$ cat src/rtl/bnn_pkg.sv
// Shared constants and state type for the BNN pixel feeder.
package bnn_pkg;
  localparam int IMG_W      = 28;
  localparam int PIXEL_NUM  = IMG_W * IMG_W;
  localparam int PIX_IDX_W  = $clog2(PIXEL_NUM);
  localparam int GAP_CYCLES = 1;

  typedef enum logic [1:0] {FILL, READY, GAP, SEND} feeder_state_e;
endpackage

$ cat src/rtl/bnn_frame_buf.sv
// One binarized frame: PIXEL_NUM x 1 storage, one write port, registered read port.
module bnn_frame_buf
  import bnn_pkg::*;
#(
  parameter int DEPTH = PIXEL_NUM,
  parameter int AW    = PIX_IDX_W
) (
  input  logic          clk,
  input  logic          xrst,
  input  logic          wr_en,
  input  logic [AW-1:0] wr_addr,
  input  logic          wr_data,
  input  logic          rd_en,
  input  logic [AW-1:0] rd_addr,
  output logic          rd_data
);
  logic mem [DEPTH];

  always_ff @(posedge clk) begin
    if (wr_en) mem[wr_addr] <= wr_data;
  end

  // rd_data only moves on a read, so it doubles as the held pixel output.
  always_ff @(posedge clk) begin
    if (!xrst)      rd_data <= 1'b0;
    else if (rd_en) rd_data <= mem[rd_addr];
  end
endmodule

$ cat src/rtl/bnn_pixel_feeder.sv
// Binarizes a grayscale pixel stream into a frame buffer and replays it bit-serially to the BNN.
// Define BNN_FEEDER_PINGPONG_EN for two buffers so the next frame fills while one is sent.
module bnn_pixel_feeder
  import bnn_pkg::*;
#(
  parameter int THRESH = 128,
  parameter int CNT_W  = 16
) (
  input  logic             clk,
  input  logic             xrst,
  input  logic             in_valid,
  output logic             in_ready,
  input  logic [7:0]       in_data,
  input  logic             rcv_req,
  output logic             rcv_ack,
  output logic             inputs,
  output logic             busy,
  output logic [CNT_W-1:0] frames_sent
);
  // state | meaning
  // FILL  | send-side buffer not yet full
  // READY | frame held, waiting for rcv_req
  // GAP   | idle before SEND; read of pixel 0 issued in its last cycle
  // SEND  | rcv_ack high, one pixel per cycle

  localparam int AW = PIX_IDX_W;
  localparam logic [AW-1:0] LAST = AW'(PIXEL_NUM - 1);
`ifdef BNN_FEEDER_PINGPONG_EN
  localparam logic PP = 1'b1;
`else
  localparam logic PP = 1'b0;
`endif

  feeder_state_e state;
  logic [AW-1:0] wr_idx, rd_idx, rd_addr;
  logic [1:0]    full, full_nxt, rd_bits, gap_cnt;
  logic          wr_sel, wr_sel_nxt, rd_sel, rd_sel_nxt, out_sel;
  logic          accept, pix_bit, fill_done, send_done, rd_en;

  assign accept    = in_valid && in_ready;
  assign pix_bit   = (int'(in_data) >= THRESH);
  assign fill_done = accept && (wr_idx == LAST);
  assign send_done = (state == SEND) && (rd_idx == LAST);
  assign rd_en     = ((state == GAP) && (gap_cnt == '0)) ||
                     ((state == SEND) && (rd_idx != LAST));
  assign rd_addr   = (state == SEND) ? rd_idx + AW'(1) : '0;
  assign inputs    = rd_bits[out_sel];

  // Buffer bookkeeping; with one buffer the selects never toggle.
  always_comb begin
    full_nxt   = full;
    wr_sel_nxt = wr_sel;
    rd_sel_nxt = rd_sel;
    if (send_done) begin
      full_nxt[rd_sel] = 1'b0;
      rd_sel_nxt       = rd_sel ^ PP;
    end
    if (fill_done) begin
      full_nxt[wr_sel] = 1'b1;
      wr_sel_nxt       = wr_sel ^ PP;
    end
  end

  for (genvar b = 0; b < 2; b++) begin : g_buf
    if (b == 0 || PP == 1'b1) begin : g_inst
      bnn_frame_buf #(.DEPTH(PIXEL_NUM), .AW(AW)) u_buf (
        .clk     (clk),
        .xrst    (xrst),
        .wr_en   (accept && (wr_sel == 1'(b))),
        .wr_addr (wr_idx),
        .wr_data (pix_bit),
        .rd_en   (rd_en && (rd_sel == 1'(b))),
        .rd_addr (rd_addr),
        .rd_data (rd_bits[b])
      );
    end else begin : g_none
      assign rd_bits[b] = 1'b0;
    end
  end

  always_ff @(posedge clk) begin
    if (!xrst) begin
      state       <= FILL;
      wr_idx      <= '0;
      rd_idx      <= '0;
      full        <= '0;
      wr_sel      <= 1'b0;
      rd_sel      <= 1'b0;
      out_sel     <= 1'b0;
      gap_cnt     <= '0;
      in_ready    <= 1'b0;
      rcv_ack     <= 1'b0;
      busy        <= 1'b0;
      frames_sent <= '0;
    end else begin
      full     <= full_nxt;
      wr_sel   <= wr_sel_nxt;
      rd_sel   <= rd_sel_nxt;
      in_ready <= !full_nxt[wr_sel_nxt];
      busy     <= |full_nxt;
      if (accept) wr_idx <= fill_done ? '0 : wr_idx + AW'(1);

      case (state)
        FILL: begin
          if (full_nxt[rd_sel_nxt]) state <= READY;
        end
        READY: begin
          if (rcv_req) begin
            state   <= GAP;
            gap_cnt <= 2'(GAP_CYCLES - 1);
          end
        end
        GAP: begin
          if (gap_cnt == '0) begin
            state   <= SEND;
            rcv_ack <= 1'b1;
            out_sel <= rd_sel;
          end else begin
            gap_cnt <= gap_cnt - 2'd1;
          end
        end
        SEND: begin
          if (send_done) begin
            rd_idx      <= '0;
            rcv_ack     <= 1'b0;
            frames_sent <= frames_sent + CNT_W'(1);
            state       <= full_nxt[rd_sel_nxt] ? READY : FILL;
          end else begin
            rd_idx <= rd_idx + AW'(1);
          end
        end
        default: state <= FILL;
      endcase
    end
  end
endmodule

$ cat config.mk
export PLATFORM = sky130hd
export DESIGN_NAME = bnn_pixel_feeder
export DESIGN_NICKNAME = d
export VERILOG_FILES = /design/src/rtl/bnn_pkg.sv /design/src/rtl/bnn_frame_buf.sv /design/src/rtl/bnn_pixel_feeder.sv
export SDC_FILE = /design/constraint.sdc
export NUM_CORES = 2
export LEC_CHECK = 0
export ABC_AREA = 1
export CAP_MARGIN = 25
export CELL_PAD_IN_SITES_DETAIL_PLACEMENT = 0
export CELL_PAD_IN_SITES_GLOBAL_PLACEMENT = 1
export CORE_MARGIN = 3
export CORE_UTILIZATION = 30
export CTS_CLUSTER_DIAMETER = 40
export DETAILED_ROUTE_END_ITERATION = 16
export GPL_ROUTABILITY_DRIVEN = 0
export GPL_TIMING_DRIVEN = 0
export HOLD_SLACK_MARGIN = 0.15
export PLACE_DENSITY = 0.56
export SLEW_MARGIN = 0
export SYNTH_ARGS = -nofsm -noshare
export SYNTH_HDL_FRONTEND = slang
export SYNTH_SLANG_ARGS = --single-unit
$ cat constraint.sdc
create_clock -name clk -period 16.7 [get_ports clk]
set_input_delay 2.505 -clock clk [delete_from_list [all_inputs] [get_ports clk]]
set_output_delay 2.505 -clock clk [all_outputs]
set_load 0.01 [all_outputs]
==> impl.org <==
** Status
- Outcome :: finished, final reports clean

** Setup path
- The worst register-to-register path has a depth of 10.
- Data on the critical path is required at its endpoint by ~17 ns.
- Setup slack on the worst reg-to-reg path comes out at 12.46 ns.
- The worst register-to-register path begins at wr_idx[0].
- Along the worst path, the maximum fanout reaches 10.
- STA puts the critical path data arrival time at 6.08 ns.
- The endpoint identified for the worst register-to-register timing path is g_buf[0].g_inst.u_buf.mem[631].
- Startpoint Class :: input port
- The critical path in this run is classified as in -> reg.
- Critical path capture point type :: register

** Routing
- The routed design has 191 mm of wire.
- Average wire per cell in the routed design :: 29.4 µm
- The detailed router placed around 34000 vias in this run.
- Number of detailed-route iterations in the first pass :: 5
- In this run, the number of DRC markers left after iteration 0 of detailed routing was 4374.
- In the routed design, unresolved DRC markers number 0.
- Once detail routing completed, the nets flagged for antenna violations numbered 0.
- In the routed layout, each cell is associated on average with a via count of 5.17.

** Min path
- The worst hold path was traced through 2 stages.
- Hold/Removal Path Class :: reg -> reg
- End of the worst hold path :: frames_sent[15]
- Hold path startpoint :: frames_sent[15]

** Timing
- In the final timing run, aggregate negative setup slack is 0 ns.
- Timing would allow up to 178 MHz.
- The count of pins over their slew limit was 0.
- The worst path in the final design needs a cycle of roughly 5.6 ns, including I/O delays and setup.
- Worst-case clock skew :: 0.0346 ns
- Setup violations remaining at the end of the flow were counted as 0.
- Final count of hold timing violations :: 0
- RSZ-0062 raised after global routing :: false
- Final period utilization :: ~34%
- At the pin with the least slew margin, the transition time is 1.15 ns.
- In this run the tightest slew margin relative to its limit is 23.1%.

** CTS
- Clock tree from TritonCTS :: done
- Clock Sinks :: 828
- The H-tree was split into 4 levels.
- Once the clock tree was built, the setup fixing pass inserted 0 buffers.
- After clock tree synthesis, the flow added hold-fix buffers numbering 0.
- Clock tree synthesis selected as its root buffer the cell sky130_fd_sc_hd__clkbuf_16.
- Num CTS Buffers :: 146
- Count of instances resized after the clock tree is built :: 0
- The clock passes through at most 3 buffers.
- Insertion delay of the later-clocked pin in the worst-skew pair :: 0.80 ns
- Clock-pin slew was measured on the worst setup and hold paths at 0.05 ns.

** Power
- Switching Share :: 23.0%
- Internal power comes to 4.44 mW.
- Power density of the placed cells :: 120 nW/µm²
- In this run, the combinational gates consume 4.8% of the power.
- Per report_power, the sequential group accounts for 39.5% of the total.
- Summed over all nets, the switching power comes to 1.33 mW.
- Design Power :: between 5 and 6 mW
- Clock share of power :: 55.6%
- The worst-case IR drop observed on VDD is 0.0921 mV.
- Summed over all cells, the static leakage comes to 18.0 nW.

** Global routing
- Via count of the first global-routing pass :: 31400
- Global routing consumed, over all layers together, 27.7% of the routing resources.
- The first global-routing pass estimated 258 mm of wire.
- Entering global routing, the biggest net connects between 150 and 200 pins.
- Total congestion overflow after global routing :: 0
- Antenna violations before repair :: 15

** Place
- After detailed placement, the design holds a cell count of 6247.
- Detailed placement HPWL :: 129 mm
- In this run the cell area measured after placement is 43000 µm².
- Input and output buffers added on the ports amount to 23.

** Die
- The die is 369 µm wide.
- In this run the core area contains 132 standard-cell rows.
- Area of the core :: 130000 µm²
- The die covers about 140000 µm².
- During I/O placement, the number of pins put on the boundary was 32.
- From bottom edge to top edge, the die measures 369 µm.
- Initial Utilization :: 30.4%

** Final layout
- Across the whole layout, storage elements account for 24400 µm².
- Relative to the synthesized area, the layout overhead comes to 22.1%.
- Post-route core utilization :: 37.1%
- Total area of multi-input combinational cells :: 11700 µm²
- Of the cells placed in the final design, the portion with a size suffix greater than 1 is 9.96%.
- Filler cell count in the final layout :: 13500
- Net count of the finished layout :: 4677
- The count of cells in the finished layout, fillers not included, comes to 6516.
- Summing all non-filler instances in the final layout gives an area of 48200 µm².

** Yosys
- EDFF count, synth :: between 700 and 800
- Cell Area, Synth :: 39500 µm²
- In the synthesized netlist the dominant register cell turns out to be sky130_fd_sc_hd__edfxtp_1.
- Cells after synthesis :: 4416
- In the synthesized netlist the async set-or-reset flop fraction comes to 0%.
- Post-synthesis cell type count :: 44
- Sequential elements use 61.9% of the synthesized area.
- The synthesized design contains just over 800 register bits.
- Mean area per synthesized cell :: 8.94 µm²
- Synthesis produced a netlist with a net count of 4440.
- Warnings from Yosys :: 0

** Run
- Max capacitance violation total :: 0
-- power groups by stage --
stage | clock network [mW] | registers, mW | logic [mW]
finish | 3.21 | 2.28 | 0.280
global route | 3.33 | 2.28 | 0.294
CTS | 3.24 | 2.28 | 0.274
detailed placement | 0 | 2.32 | 0.273
global placement | 0 | 2.36 | 0.264
floorplan | 0 | 2.34 | 0.131
-- cell type report --
type / instances / area share (%)
timing repair buffer: 89 / 2.77
sequential: 828 / 50.7
clock inverter: 100 / 2.78
tap: 1742 / 4.52
buffer: 307 / 2.88
clock buffer: 166 / 7.93
multi-input combinational: 2750 / 24.3
inverter: 531 / 4.15
antenna: 3 / 0.0156
-- worst max path at each step --
stage,from,end,cells past startpoint
after CTS,in_valid,g_buf[0].g_inst.u_buf.mem[631],9
after global routing,in_valid,g_buf[0].g_inst.u_buf.mem[631],9
after floorplan,in_data[7],g_buf[0].g_inst.u_buf.mem[0],1
after global placement,in_data[7],g_buf[0].g_inst.u_buf.mem[344],1
after detailed placement,in_valid,g_buf[0].g_inst.u_buf.mem[631],9
final,in_valid,g_buf[0].g_inst.u_buf.mem[631],9
-- metal layers --
metal  GRT usage, %  wire length [µm]  share of wire (%)  vias to the layer above
li1               -                 -                  -                    14700
met1           37.3             79000                 41                    16800
met2           42.4             84300                 44                     1746
met3           5.54             17400                9.1                      408
met4           14.2             10700                5.6                        4
met5              0                24              0.013                        -
-- critical path, cell delays in order --
cell and delay (ns):
sky130_fd_sc_hd__clkdlybuf4s50_1 0.45, sky130_fd_sc_hd__nand2_1 0.10, sky130_fd_sc_hd__nor2_1 0.43, sky130_fd_sc_hd__inv_1 0.18, sky130_fd_sc_hd__nor2_1 0.41, sky130_fd_sc_hd__clkinv_1 1.00
sky130_fd_sc_hd__clkbuf_1 0.57, sky130_fd_sc_hd__buf_8 0.28, sky130_fd_sc_hd__nor2_1 0.13
-- flip-flops by register name, summed over array words and instances, names as in the netlist --
register                    count
frames_sent                    16
gap_cnt                         2
busy                            1
rcv_ack                         1
wr_idx                         10
rd_idx                         10
g_buf.g_inst.u_buf.rd_data      1
state                           2
in_ready                        1
g_buf.g_inst.u_buf.mem        784
-- stage by stage --
step           hold WS (ns)  setup slack, ns
3_5_place_dp          0.463            10.43
6_report              0.470            11.09
4_1_cts               0.474            11.24
2_1_floorplan         0.443             7.41
3_3_place_gp          0.458             1.52
5_1_grt               0.502            11.03
-- cells in the mapped netlist (3+ instances only) --
cell                       number  share of area [%]
sky130_fd_sc_hd__a21oi_1       41               0.52
sky130_fd_sc_hd__buf_1         17               0.16
sky130_fd_sc_hd__buf_2        107                1.4
sky130_fd_sc_hd__buf_4         13               0.25
sky130_fd_sc_hd__clkbuf_1     168                1.6
sky130_fd_sc_hd__dfxtp_1       44                2.2
sky130_fd_sc_hd__edfxtp_1     784                 60
sky130_fd_sc_hd__ha_1          12               0.38
sky130_fd_sc_hd__inv_1        521                5.0
sky130_fd_sc_hd__inv_2          6              0.057
sky130_fd_sc_hd__nand2_1      682                6.5
sky130_fd_sc_hd__nand3_1      559                7.1
sky130_fd_sc_hd__nand3b_1       8               0.15
sky130_fd_sc_hd__nand4_1        5              0.079
sky130_fd_sc_hd__nor2_1      1221                 12
sky130_fd_sc_hd__nor2_2         3              0.048
sky130_fd_sc_hd__nor2_4         4               0.11
sky130_fd_sc_hd__nor3_1        12               0.15
sky130_fd_sc_hd__nor4_1         5              0.079
sky130_fd_sc_hd__o211ai_1       9               0.17
sky130_fd_sc_hd__o21ai_0      138                1.8
sky130_fd_sc_hd__o21ai_1        8               0.10
sky130_fd_sc_hd__o22ai_1        5              0.079
sky130_fd_sc_hd__or2_2          8               0.13
sky130_fd_sc_hd__xor2_1         8               0.18
-- kinds of logic after synthesis --
family,Yosys count,share of synthesized area (%)
buffers and inverters,838,8.48
and+or+nand+nor,2519,26.2
DFF,828,61.9
xor gates and xnor gates,9,0.200
adders and majority gates,12,0.380
AOI/OAI and AO/OA,210,2.80
-- cells in the final DEF, fill, tap and decap left out, types with 51 or more instances in the layout --
cell / synthesis / routed
sky130_fd_sc_hd__buf_8: 0 / 51
sky130_fd_sc_hd__nand3_1: 559 / 559
sky130_fd_sc_hd__clkbuf_1: 168 / 161
sky130_fd_sc_hd__nand2_1: 682 / 682
sky130_fd_sc_hd__edfxtp_1: 784 / 784
sky130_fd_sc_hd__clkbuf_16: 0 / 150
sky130_fd_sc_hd__inv_1: 521 / 521
sky130_fd_sc_hd__nor2_1: 1221 / 1218
sky130_fd_sc_hd__o21ai_0: 138 / 138
sky130_fd_sc_hd__buf_2: 107 / 108
Power figures use the tool's default switching activity.
